[src/rtl/mode_ctl_seq.sv]
// Mode sequencer for the clock front panel: debounces next/prev/home buttons on clk
// and steps through NUM_MODES modes, with an alarm lock and an optional idle timeout.
`timescale 1ns/1ps
module mode_ctl_seq #(
   parameter int NUM_MODES       = 4,
   parameter int MODE_W          = 2,
   parameter int DEBOUNCE_CYCLES = 20000,
   parameter int TIMEOUT_CYCLES  = 0
) (
   input  logic              clk,
   input  logic              rst,
   input  logic              btn_next,
   input  logic              btn_prev,
   input  logic              btn_home,
   input  logic              alarm_ringing,
   output logic [MODE_W-1:0] mode,
   output logic              mode_changed,
   output logic              timed_out
);

   localparam int                DB_W      = $clog2(DEBOUNCE_CYCLES + 1);
   localparam logic [DB_W-1:0]   DB_LAST   = DB_W'(DEBOUNCE_CYCLES - 1);
   localparam bit                TO_EN     = (TIMEOUT_CYCLES > 0);
   localparam int                IDLE_W    = TO_EN ? $clog2(TIMEOUT_CYCLES + 1) : 1;
   localparam logic [IDLE_W-1:0] IDLE_LAST = IDLE_W'(TO_EN ? TIMEOUT_CYCLES - 1 : 0);
   localparam logic [MODE_W-1:0] MODE_LAST = MODE_W'(NUM_MODES - 1);

   // Button lanes: bit 0 = next, bit 1 = prev, bit 2 = home.
   logic [2:0]        raw;
   logic [2:0]        sync_a;
   logic [2:0]        sync_b;
   logic [2:0]        level;
   logic [2:0]        level_d;
   logic [2:0]        press;
   logic [DB_W-1:0]   db_cnt [3];
   logic [IDLE_W-1:0] idle_cnt;

   logic              lock;
   logic              ev_next;
   logic              ev_prev;
   logic              ev_home;
   logic              any_ev;
   logic              expire;
   logic              illegal;
   logic [MODE_W-1:0] mode_nx;
   logic              to_nx;

   assign raw = {btn_home, btn_prev, btn_next};

   always_ff @(posedge clk or posedge rst) begin
      if (rst) begin
         sync_a  <= '0;
         sync_b  <= '0;
         level   <= '0;
         level_d <= '0;
         press   <= '0;
         for (int i = 0; i < 3; i++) db_cnt[i] <= '0;
      end else begin
         sync_a  <= raw;
         sync_b  <= sync_a;
         level_d <= level;
         press   <= level & ~level_d;
         for (int i = 0; i < 3; i++) begin
            if (sync_b[i] == level[i]) begin
               db_cnt[i] <= '0;
            end else if (db_cnt[i] == DB_LAST) begin
               level[i]  <= sync_b[i];
               db_cnt[i] <= '0;
            end else begin
               db_cnt[i] <= db_cnt[i] + 1'b1;
            end
         end
      end
   end

   // Next/prev are swallowed entirely in the display mode while the alarm rings.
   assign lock    = (mode == '0) && alarm_ringing;
   assign ev_next = press[0] & ~lock;
   assign ev_prev = press[1] & ~lock;
   assign ev_home = press[2];
   assign any_ev  = ev_next | ev_prev | ev_home;
   assign illegal = (32'(mode) >= 32'(NUM_MODES));
   assign expire  = TO_EN && (mode != '0) && (idle_cnt == IDLE_LAST);

   always_comb begin
      mode_nx = mode;
      to_nx   = 1'b0;
      if (ev_home) begin
         mode_nx = '0;
      end else if (ev_next && ev_prev) begin
         mode_nx = mode;
      end else if (ev_next) begin
         mode_nx = (illegal || mode == MODE_LAST) ? '0 : mode + 1'b1;
      end else if (ev_prev) begin
         if (illegal)           mode_nx = '0;
         else if (mode == '0)   mode_nx = MODE_LAST;
         else                   mode_nx = mode - 1'b1;
      end else if (expire) begin
         mode_nx = '0;
         to_nx   = 1'b1;
      end
   end

   // A simultaneous next+prev still counts as panel activity for the idle counter.
   always_ff @(posedge clk or posedge rst) begin
      if (rst) begin
         mode         <= '0;
         mode_changed <= 1'b0;
         timed_out    <= 1'b0;
         idle_cnt     <= '0;
      end else begin
         mode         <= mode_nx;
         mode_changed <= (mode_nx != mode);
         timed_out    <= to_nx;
         if (!TO_EN || mode == '0 || any_ev || expire) idle_cnt <= '0;
         else                                          idle_cnt <= idle_cnt + 1'b1;
      end
   end

endmodule

[config.mk]
export PLATFORM = sky130hd
export DESIGN_NAME = mode_ctl_seq
export DESIGN_NICKNAME = d
export VERILOG_FILES = /design/src/rtl/mode_ctl_seq.sv
export SDC_FILE = /design/constraint.sdc
export NUM_CORES = 1
export LEC_CHECK = 0
export CAP_MARGIN = 15
export CORE_UTILIZATION = 30
export DETAILED_ROUTE_END_ITERATION = 16
export PLACE_DENSITY = 0.47
export SLEW_MARGIN = 20
export SYNTH_ARGS = -nofsm -noshare
export SYNTH_HDL_FRONTEND = slang
export SYNTH_SLANG_ARGS = --single-unit
[constraint.sdc]
create_clock -name clk -period 3.3 [get_ports clk]
set_input_delay 0.66 -clock clk [delete_from_list [all_inputs] [get_ports clk]]
set_output_delay 0.66 -clock clk [all_outputs]
set_load 0.02 [all_outputs]
* Yosys cells after proc, flatten, opt, wreduce, memory -nomap -nowiden
Cells that the tools add are included.
** Operators by class
- Add/subtract/negate cells :: 5
- Multiply operators :: 0
- Divide/modulo/power cells :: 0
- Order comparisons :: 0
- Equality and inequality tests :: 8
- Shifts and indexed selects :: 0
- Mux-type cells :: 12
- Bitwise logic cells :: 8
- Reduce and logical (&&, ||, !) cells :: 6
** Operators with widths (number)
- 15-bit two-way mux :: 6
- 15-bit by 1-bit adder with 15-bit output, second input constant :: 3
- 15-bit equality test, second input constant :: 3
- 2-bit two-way mux :: 6
- 2-bit AND reduction :: 3
- 1-bit inverter :: 4
- 3-bit AND :: 1
- 1-bit equality test :: 3
- 3-bit inverter :: 1
- 2-bit by 1-bit adder with 2-bit output, second input constant :: 1
- 1-bit AND :: 2
- 2-bit equality test, second input constant :: 1
- 1-bit logical AND :: 2
- 2-bit zero test :: 1
- 2-bit != test :: 1
- 2-bit by 1-bit subtractor with 2-bit output, second input constant :: 1
** Word-level totals
- Bits in registers :: 63
- Bits in latches :: 0
- Memory bits (writable) :: 0
- Bits in read-only memories :: 0
- Bits of input ports :: 6
- Output and inout port bits :: 4
- Word-level logic and storage cells :: 51
- Memories kept :: 0

* Depth between registers and ports, before layout
Gate-level depths: netlist (run 1).
- Depth after elaboration :: 9
- Depth in mapped cells :: 7
- Depth with buffers taken out :: 6

* Least setup slack after synthesis (run 1)
Ideal clock, no wire load.
- Path kind :: register to register
- Start point :: reg db_cnt[0] (netlist bit)
- End point :: reg level[2]
- Setup time :: 0.125 ns
- Arrival :: 1.406 ns
- Required time :: 3.175 ns
- Setup slack :: 1.769 ns
- Stages on the path, launching flop included :: 6
- Path buffers :: 1
- Period minus slack after synthesis :: 1.531 ns
- Cell sequence :: dfrtp_1 ha_1 and4_1 buf_4 nand4_1 mux2_2
** Between the ends
- Cells in the longest elaborated chain, start to end :: 2
** RTL lines
- from (decl) :: line 35 : logic [DB_W-1:0] db_cnt [3];
- from (signal, indexed assignment) :: line 70 : db_cnt[i] <= db_cnt[i] + 1'b1;
- 15-bit equality test :: line 66 : end else if (db_cnt[i] == DB_LAST) begin
- 2-bit AND reduction (no line)
- to (signal, indexed assignment) :: line 67 : level[i] <= sync_b[i];
- to (decl) :: line 32 : logic [2:0] level;
Every way passes these cells.
A chain may end at the register's enable or synchronous reset.

* Final worst setup path (run 1)
- Start point :: reg mode[1]
- End point :: out mode[1]
** RTL lines
- from (decl) :: line 16 : output logic [MODE_W-1:0] mode,
- from (signal assigned) :: line 112 : mode <= mode_nx;
No word-level cell between the ends.

==> impl_results.md, run 1 <==
- Critical Path Max Stage Delay: 650 ps
- Inserted Clock Buffers: 9
- Clock skew: 8.308 ps
- Fill count: 959
- Total track usage: 0.1182
- Cts hold-fix bufs: 0
- Count of final setup violators: 0
- R2r worst-path depth: 5
- Die Y: 100.9 um
- Hold path depth: 0
- Fin crit share: 0.6458
- Drt drc: 0
- Hpwl dp: 3.348 mm
- Port buffer count: 8
- Mapped Cells: 282
- Longest Clk Path Bufs: 2
- Worst vdd ir: 180.4 uV
- GRT overflow: 0
- Clk Latency, worst-skew pair: 350 ps
- Drt via density: 4.585
- Crit-path max FO: 8
- Seq. cell area: 1577 um^2
- Fin. max-slew vios: 0
- Post-synth EDFFs: 0
- Setup crit start kind: register
- Ys Warns: 0
- Nets@finish: 304
- RSZ-0062 raised after global routing: false
- CP bufs+invs: 1
- ANT nets after route: 0
- First DRT Iteration DRCs: 75
- H-tree depth: 3
- Min-Delay Path Class: reg2reg
- Hold_sp: sync_a[2]
- Async set-reset flop share out of synthesis: 1.000
- Worst path top cell family by delay: buffers and inverters
- Initial antenna violation count: 0
- Clock transition at path regs: 70 ps
- Core footprint: 9371 um^2
- Die area: 10,180 um^2
- Vias: 1,958
- Global-route wire length before repair: 9.142 mm
- CP Data Arrival Time: 1470 ps
- Initial Util: 0.3130
- Routed length per placed instance: 11.94 um
- Initial DRT Pass Iterations: 4
- Hold Path Sink: sync_b[2]
- Unique masters post-synth: 37
- Post_cts resized: 0
- Mean post-synth cell area: 10.40 um^2
- Worst EP required: 2640 ps
- Critical Path End Type: primary output
- Post-route setup TNS: 0 ps
- Total setup buffers inserted after CTS: 0
- Reg-to-reg startpoint: db_cnt[15]
- Pleak: 1.409 nW
- CP max stage cell: clkdlybuf4s50_1
- Post-Syn Nets: 293
- Fmax achieved: 469.3 MHz
- WS Path Type: reg2out
- CTS tree: yes
- Worst-margin pin slew: 634.1 ps
- Layout cell share with drive strength beyond 1: 0.08389
- Multi-input logic area: 1272 um^2
- Final wirelength: 5.097 mm
- Ys flop type: dfrtp_1
- DIE WIDTH: 100.9 um
- Vias in the first global route: 1,964
- Power density cells: 460.3 nW/um^2
- IO Pins: 10
- Shortest period the worst path allows: 2131 ps
- Final GP Congestion: 0.7389
- Run status: finished, final reports clean
- Mapped Area: 2933 um^2
- Hold_ws: 349.7 ps
- # clock sinks: 63
- Stages on worst setup path: 1
- Root Buffer: clkbuf_8
- #FFs+latches synth: 63
- Diode count: 0
- Maximum capacitance violations: 0
- Final Hold Viols: 0
- R2r endpoint: db_cnt[17]
- Critical-path cell list: clkdlybuf4s50_1
- Largest net degree at the start of global routing: 35
- Max transition margin: 0.5767
- FF-to-FF setup slack: 1510 ps
- Layout Area Growth over Synthesis: 14.16%
- Post-synthesis sequential area ratio: 0.5375
- Num rows: 35
[cells in the mapped netlist, drive strengths merged (2+ instances only)]
master,count,area [um^2]
dfrtp,63,1577
nor2,48,180.2
xor2,22,192.7
xnor2,19,166.4
nand3,18,95.09
nand4,18,112.6
nand2,9,33.78
and3,8,50.05
buf,8,50.05
inv,8,30.03
nand2b,6,40.04
nor2b,6,37.54
nor3,6,30.03
a21oi,5,28.78
and4,5,46.29
ha,5,62.56
nor4,5,31.28
o21ai,5,25.02
mux2,3,33.78
and2,2,12.52
nor4b,2,17.52
or3,2,12.51
[cell usage in the layout (no fill, tap or decap), types with 3 or more instances in the layout]
cell type	n
nor2_1	48
mux2_2	3
o21ai_0	5
xnor2_1	19
clkbuf_8	10
clkdlybuf4s50_1	8
ha_1	5
inv_1	7
clkinvlp_4	3
nor3_1	6
and3_1	8
xor2_1	22
nand3_1	17
nand4_1	18
a21oi_1	4
nor2b_1	6
nor4_1	5
nand2_1	9
and4_1	4
dfrtp_1	63
nand2b_1	5
[flip-flops by register name, indices dropped and copies added, names as in the netlist]
register / flops
db_cnt: 45
level: 3
level_d: 3
mode: 2
mode_changed: 1
press: 3
sync_a: 3
sync_b: 3
[power breakdown]
group          switching (mW)  leakage, nW  internal, mW
combinational          0.0355        0.455        0.0188
sequential             0.0120        0.859         0.784
clock                   0.319       0.0947         0.371
[metal layers]
metal	global-route usage	vias up	part of all wire
met5	0	-	0
met4	0.06020	0	0.013
met3	0.03745	8	0.038
met2	0.1728	33	0.45
met1	0.1568	932	0.50
li1	-	985	-
[cell type report]
| class | instances | share of cell area |
|---|---|---|
| tap | 129 | 0.04821 |
| inverter | 8 | 0.008969 |
| clock buffer | 10 | 0.04111 |
| multi-input combinational | 202 | 0.3800 |
| timing repair buffer | 9 | 0.02990 |
| sequential | 63 | 0.4709 |
| clock inverter | 6 | 0.02093 |
[worst max-delay path by stage]
stage / slack, ps / start / to
finish: 1170 / mode[1] / mode[1]
detailed placement: 1490 / db_cnt[30] / db_cnt[32]
CTS: 1150 / mode[1] / mode[1]
global placement: 1510 / db_cnt[30] / db_cnt[39]
global route: 1080 / mode[1] / mode[1]
floorplan: 1070 / rst / db_cnt[0]
[stage by stage]
| stage | setup slack (ps) | power, mW | util | std cells | cell area (um^2) |
|---|---|---|---|---|---|
| floorplan | 1070 | 0.8478 | - | 282 | 2933 |
| global placement | 1511 | 0.8680 | 0.3351 | 411 | 3141 |
| detailed placement | 1493 | 0.8685 | 0.3351 | 411 | 3141 |
| CTS | 1151 | 1.576 | 0.3573 | 427 | 3348 |
| global route | 1083 | 1.612 | 0.3573 | 427 | 3348 |
| finish | 1169 | 1.541 | 0.3573 | 427 | 3348 |
[cell families (layout without fill, tap and decap cells)]
logic type / count (synthesis) / in the layout / share of synthesized area
xor+xnor: 41 / 41 / 0.1224
fa+ha+maj: 5 / 5 / 0.02133
mux: 4 / 4 / 0.01493
buf+inv: 17 / 33 / 0.02858
simple gates: 136 / 136 / 0.2419
other cells: 1 / 1 / 0.001279
compound gates: 15 / 15 / 0.03200
flops: 63 / 63 / 0.5375
No activity file was read; power rests on OpenSTA's default activity.
==> run 2: changes to the inputs <==
==> constraint.sdc (replaced) <==
create_clock -name clk -period 2.1 [get_ports clk]
set_input_delay 0.42 -clock clk [delete_from_list [all_inputs] [get_ports clk]]
set_output_delay 0.42 -clock clk [all_outputs]
set_load 0.02 [all_outputs]
==> run 2 against run 1 <==
Total power increased by 65%. Clock skew up 2.7 ps. Critical path depth is the same. Via count rose by 2.6%. Clock-buffer cell count rose by 1. Cell count up 0.47%. Critical path type unchanged. Critical endpoint unchanged. Largest cell class unchanged. Highest routed layer unchanged.
==> impl_results.md, run 2 (synthesis results as in run 1) <==
- Pleak: 1.435 nW (+1.9%)
- Drt via density: 4.683 (+2.1%)
- Hpwl dp: 3.191 mm (-4.7%)
- Final GP Congestion: 0.7756 (+5.0%)
- Diode count: 0 (unchanged)
- CTS tree: yes
- Power density cells: 750.7 nW/um^2 (+63%)
- Fmax achieved: 531.2 MHz
- Initial antenna violation count: 0 (unchanged)
- Layout cell share with drive strength beyond 1: 0.09000 (+0.006107)
- Nets@finish: 306 (+0.66%)
- H-tree depth: 3 (unchanged)
- DIE WIDTH: 100.9 um (unchanged)
- GRT overflow: 0 (unchanged)
- # clock sinks: 63 (unchanged)
- CP max stage cell: clkdlybuf4s50_1
- Port buffer count: 8 (unchanged)
- Cts hold-fix bufs: 0 (unchanged)
- CP bufs+invs: 1 (unchanged)
- Crit-path max FO: 8 (unchanged)
- CP Data Arrival Time: 1460 ps (about the same)
- Core footprint: 9371 um^2 (unchanged)
- Layout Area Growth over Synthesis: 15.49%
- Num rows: 35 (unchanged)
- Clock transition at path regs: 70 ps (about the same)
- WS Path Type: reg2out
- Critical Path End Type: primary output
- Total setup buffers inserted after CTS: 0 (unchanged)
- Shortest period the worst path allows: 1883 ps
- FF-to-FF setup slack: 450 ps (-1060 ps)
- Longest Clk Path Bufs: 2 (unchanged)
- Routed length per placed instance: 11.59 um (-2.9%)
- Vias: 2,009 (+2.6%)
- Worst vdd ir: 255.7 uV (+42%)
- Placed Cells: 413 (+0.49%)
- Drt drc: 0 (unchanged)
- Min-Delay Path Class: reg2reg
- Count of final setup violators: 0 (unchanged)
- Commonest non-fill, non-tap cell in the layout: dfrtp_1
- Die Y: 100.9 um (unchanged)
- Worst EP required: 1680 ps (-960 ps)
- Maximum capacitance violations: 0 (unchanged)
- IO Pins: 10 (unchanged)
- Post-place setup slack: 450.7 ps (-1042 ps)
- Final worst slack: 217.4 ps (-951.6 ps)
- Most frequent cells in the layout: dfrtp_1, nor2_1, xor2_1
- Inserted Clock Buffers: 9 (unchanged)
- Root Buffer: clkbuf_8
- Final Hold Viols: 0 (unchanged)
- Largest net degree at the start of global routing: 64 (+83%)
- Initial Util: 0.3130 (unchanged)
- Vias in the first global route: 1,949 (-0.76%)
- Clock skew: 10.98 ps (+2.668 ps)
- Worst path top cell family by delay: buffers and inverters
- Most flops, register: db_cnt
- RSZ-0062 raised after global routing: false
- Hold_ws: 350.1 ps (+0.3840 ps)
- ANT nets after route: 0 (unchanged)
- Clk Latency, worst-skew pair: 330 ps (-20 ps)
- Power Total: 2.543 mW (+65%)
- Fin crit share: 0.8965
- Final wirelength: 4.972 mm (-2.5%)
- Fin. max-slew vios: 0 (unchanged)
- Number of flip-flops in the largest register: 45 (unchanged)
- Total track usage: 0.1114 (-0.006781)
- Die area: 10,180 um^2 (unchanged)
- Run status: finished, final reports clean
- Critical-path cell list: clkdlybuf4s50_1
- Post_cts resized: 0 (unchanged)
- Setup crit start kind: register
- First DRT Iteration DRCs: 83 (+11%)
- Post-route setup TNS: 0 ps (unchanged)
- Non-Filler Instances: 429 (+0.47%)
- Global-route wire length before repair: 8.804 mm (-3.7%)
- Critical Path Max Stage Delay: 650 ps (about the same)
- Initial DRT Pass Iterations: 4 (unchanged)
-- run 2: cell types whose count changed in the layout (fill, tap and decap cells not counted), sizes merged --
cell,delta
buf,+2
bufinv,+1
clkbuf,+1
clkinv,-1
clkinvlp,-1
-- run 2: report_power, final --
part	internal, mW	switching (mW)
clock	0.731	0.473
sequential	1.23	0.0184
combinational	0.0320	0.0551
-- run 2: per-stage QoR --
step,util,area [um^2]
after CTS,0.3614,3387
final,0.3614,3387
after detailed placement,0.3367,3156
after global routing,0.3614,3387
after global placement,0.3367,3156
after floorplan,-,2933
-- run 2: final cells by class --
cell class                 count  area (um^2)
sequential                    63         1577
timing repair buffer          11        115.1
multi-input combinational    202         1272
fill                         963         5984
inverter                       8        30.03
tap                          129        161.4
clock inverter                 5        80.08
clock buffer                  11        151.4
-- run 2: path summary, 6_finish.rpt --
kind	cells past startpoint	end	from
worst max-delay path	1	mode[1]	mode[1]
worst min-delay path	0	sync_b[2]	sync_a[2]
worst max register to register	6	db_cnt[27]	db_cnt[15]
worst min register to register	0	sync_b[2]	sync_a[2]
max in group asynchronous	3	sync_b[2]	rst
min in group asynchronous	3	press[1]	rst
-- run 2: routing by layer --
layer  GRT usage  share of wire
met4     0.06355          0.022
met5           0              0
met3     0.02566          0.021
met2      0.1733           0.46
met1      0.1424           0.50
==> run 3: changes to the inputs <==
--- a/config.mk
+++ b/config.mk
@@ -8,7 +8,7 @@
 export CAP_MARGIN = 15
 export CORE_UTILIZATION = 30
 export DETAILED_ROUTE_END_ITERATION = 16
-export PLACE_DENSITY = 0.47
+export PLACE_DENSITY = 0.48
 export SLEW_MARGIN = 20
 export SYNTH_ARGS = -nofsm -noshare
 export SYNTH_HDL_FRONTEND = slang
==> constraint.sdc (replaced) <==
create_clock -name clk -period 1.7 [get_ports clk]
set_input_delay 0.34 -clock clk [delete_from_list [all_inputs] [get_ports clk]]
set_output_delay 0.34 -clock clk [all_outputs]
set_load 0.02 [all_outputs]
==> run 3 against run 2 <==
Total power grew 22%. Clock power increased by 19%. Die area unchanged. Sequential power rose by 24%. Global-route usage is 0.42 points higher. Combinational power rose by 30%. Via count shrank 0.70%. First-iteration DRC count is the same. Non-clock buffer count increased by 4. Worst hold slack about the same. Critical path type unchanged.
==> impl_results.md, run 3 (synthesis results as in run 1) <==
- Shortest period the worst path allows: 1580 ps
- Port buffer count: 8 (unchanged)
- Diode count: 0 (unchanged)
- Number of flip-flops in the largest register: 45 (unchanged)
- Root Buffer: clkbuf_8
- Hold path depth: 0 (unchanged)
- Core footprint: 9371 um^2 (unchanged)
- CP Data Arrival Time: 1240 ps (-220 ps)
- Critical Path Max Stage Delay: 590 ps (-60 ps)
- Post-route setup TNS: 0 ps (unchanged)
- Die area: 10,180 um^2 (unchanged)
- Die Y: 100.9 um (unchanged)
- CP max stage cell: clkdlybuf4s50_1
- Final Hold Viols: 0 (unchanged)
- Total track usage: 0.1156 (+0.004221)
- Worst path top cell family by delay: buffers and inverters
- Largest net degree at the start of global routing: 64 (unchanged)
- Clock transition at path regs: 70 ps (about the same)
- Fin util: 0.3634 (+0.002003)
- R2r endpoint: db_cnt[44]
- WS Path Type: reg2out
- Most flops, register: db_cnt
- Pleak: 1.464 nW (+2.0%)
- Clk Latency, worst-skew pair: 330 ps (about the same)
- R2r worst-path depth: 5 (-1)
- Min-Delay Path Class: reg2reg
- Fin. max-slew vios: 0 (unchanged)
- Hold Path Sink: sync_b[1]
- Worst EP required: 1360 ps (-320 ps)
- H-tree depth: 3 (unchanged)
- Reg-to-reg startpoint: db_cnt[30]
- Count of final setup violators: 0 (unchanged)
- Initial DRT Pass Iterations: 4 (unchanged)
- Inserted Clock Buffers: 9 (unchanged)
- Layout Area Growth over Synthesis: 16.13%
- DIE WIDTH: 100.9 um (unchanged)
- First DRT Iteration DRCs: 83 (unchanged)
- Fin crit share: 0.9294
- Placed Cells: 417 (+0.97%)
- Initial Util: 0.3130 (unchanged)
- Setup crit start kind: register
- Final wirelength: 5.106 mm (+2.7%)
- Cts hold-fix bufs: 0 (unchanged)
- Vias: 1,995 (-0.70%)
- Routed length per placed instance: 11.82 um (+2.0%)
- Worst vdd ir: 396.4 uV (+55%)
- Final GP Congestion: 0.7397 (-4.6%)
- Commonest non-fill, non-tap cell in the layout: dfrtp_1
- Drt via density: 4.618 (-1.4%)
- Placed cell areas: 3189 um^2 (+1.1%)
- Post-route cell area: 3406 um^2 (+0.55%)
- Clock skew: 4.087 ps (-6.890 ps)
- Critical-path cell list: clkdlybuf4s50_1
- Non-Filler Instances: 432 (+0.70%)
- Global-route wire length before repair: 9.156 mm (+4.0%)
- Critical Path End Type: primary output
- Initial antenna violation count: 0 (unchanged)
- ANT nets after route: 0 (unchanged)
- IO Pins: 10 (unchanged)
- Hpwl dp: 3.307 mm (+3.6%)
- RSZ-0062 raised after global routing: false
- FF-to-FF setup slack: 140 ps (-310 ps)
- GRT overflow: 0 (unchanged)
- CP bufs+invs: 1 (unchanged)
- Maximum capacitance violations: 0 (unchanged)
- Run status: finished, final reports clean
- Crit-path max FO: 1 (-7)
- Num rows: 35 (unchanged)
- Vias in the first global route: 2,049 (+5.1%)
- Longest Clk Path Bufs: 2 (unchanged)
- Power density cells: 907.2 nW/um^2 (+21%)
- Nets@finish: 310 (+1.3%)
- Most frequent cells in the layout: dfrtp_1, nor2_1, xor2_1
- Hold_sp: sync_a[1]
- Critical Path Start: mode_changed
- Layout cell share with drive strength beyond 1: 0.09901 (+0.009010)
- Fmax achieved: 632.9 MHz
- Fill count: 975 (+1.2%)
- # clock sinks: 63 (unchanged)
- CTS tree: yes
- Drt drc: 0 (unchanged)
run 3: timing repair:
| item | CTS | global route |
|---|---|---|
| setup buffers | 0 | 0 |
| gates resized for setup | 2 | 2 |
| endpoints found under the setup margin | 2 | 13 |
run 3: worst max path at each step:
stage	endpoint	slack, ps	cells after the start
6_report	mode_changed	120	1
3_5_place_dp	db_cnt[12]	110	5
5_1_grt	db_cnt[44]	6	5
3_3_place_gp	db_cnt[10]	110	5
2_1_floorplan	level[2]	170	5
4_1_cts	mode_changed	90	1
run 3: power breakdown:
part	internal (mW)	leakage, nW	switching (mW)
logic	0.0429	0.496	0.0702
registers	1.52	0.859	0.0228
clock network	0.854	0.109	0.577
run 3: area by class of cell:
class	instances	area (um^2)	area share
Sequential cell	63	1577	0.4629
Timing Repair Buffer	15	142.6	0.04188
Tap cell	129	161.4	0.04739
Inverter	8	33.78	0.009919
Clock buffer	11	141.4	0.04151
Clock inverter	4	70.07	0.02057
Multi-Input combinational cell	202	1280	0.3758
run 3: through the flow:
step,total power [mW],worst slack [ps],hold WS [ps]
floorplan,1.646,168.9,331.2
global placement,1.690,106.9,333.0
detailed placement,1.690,112.2,338.1
CTS,3.151,92.63,353.8
global route,3.221,6.405,362.5
finish,3.090,120.0,349.8
run 3: metal layers:
layer | GRT usage | vias to the layer above | wire (um)
li1 | - | 997 | -
met3 | 0.03953 | 7 | 133
met1 | 0.1465 | 973 | 2595
met2 | 0.1818 | 18 | 2295
met4 | 0.04459 | 0 | 82
met5 | 0 | - | 0
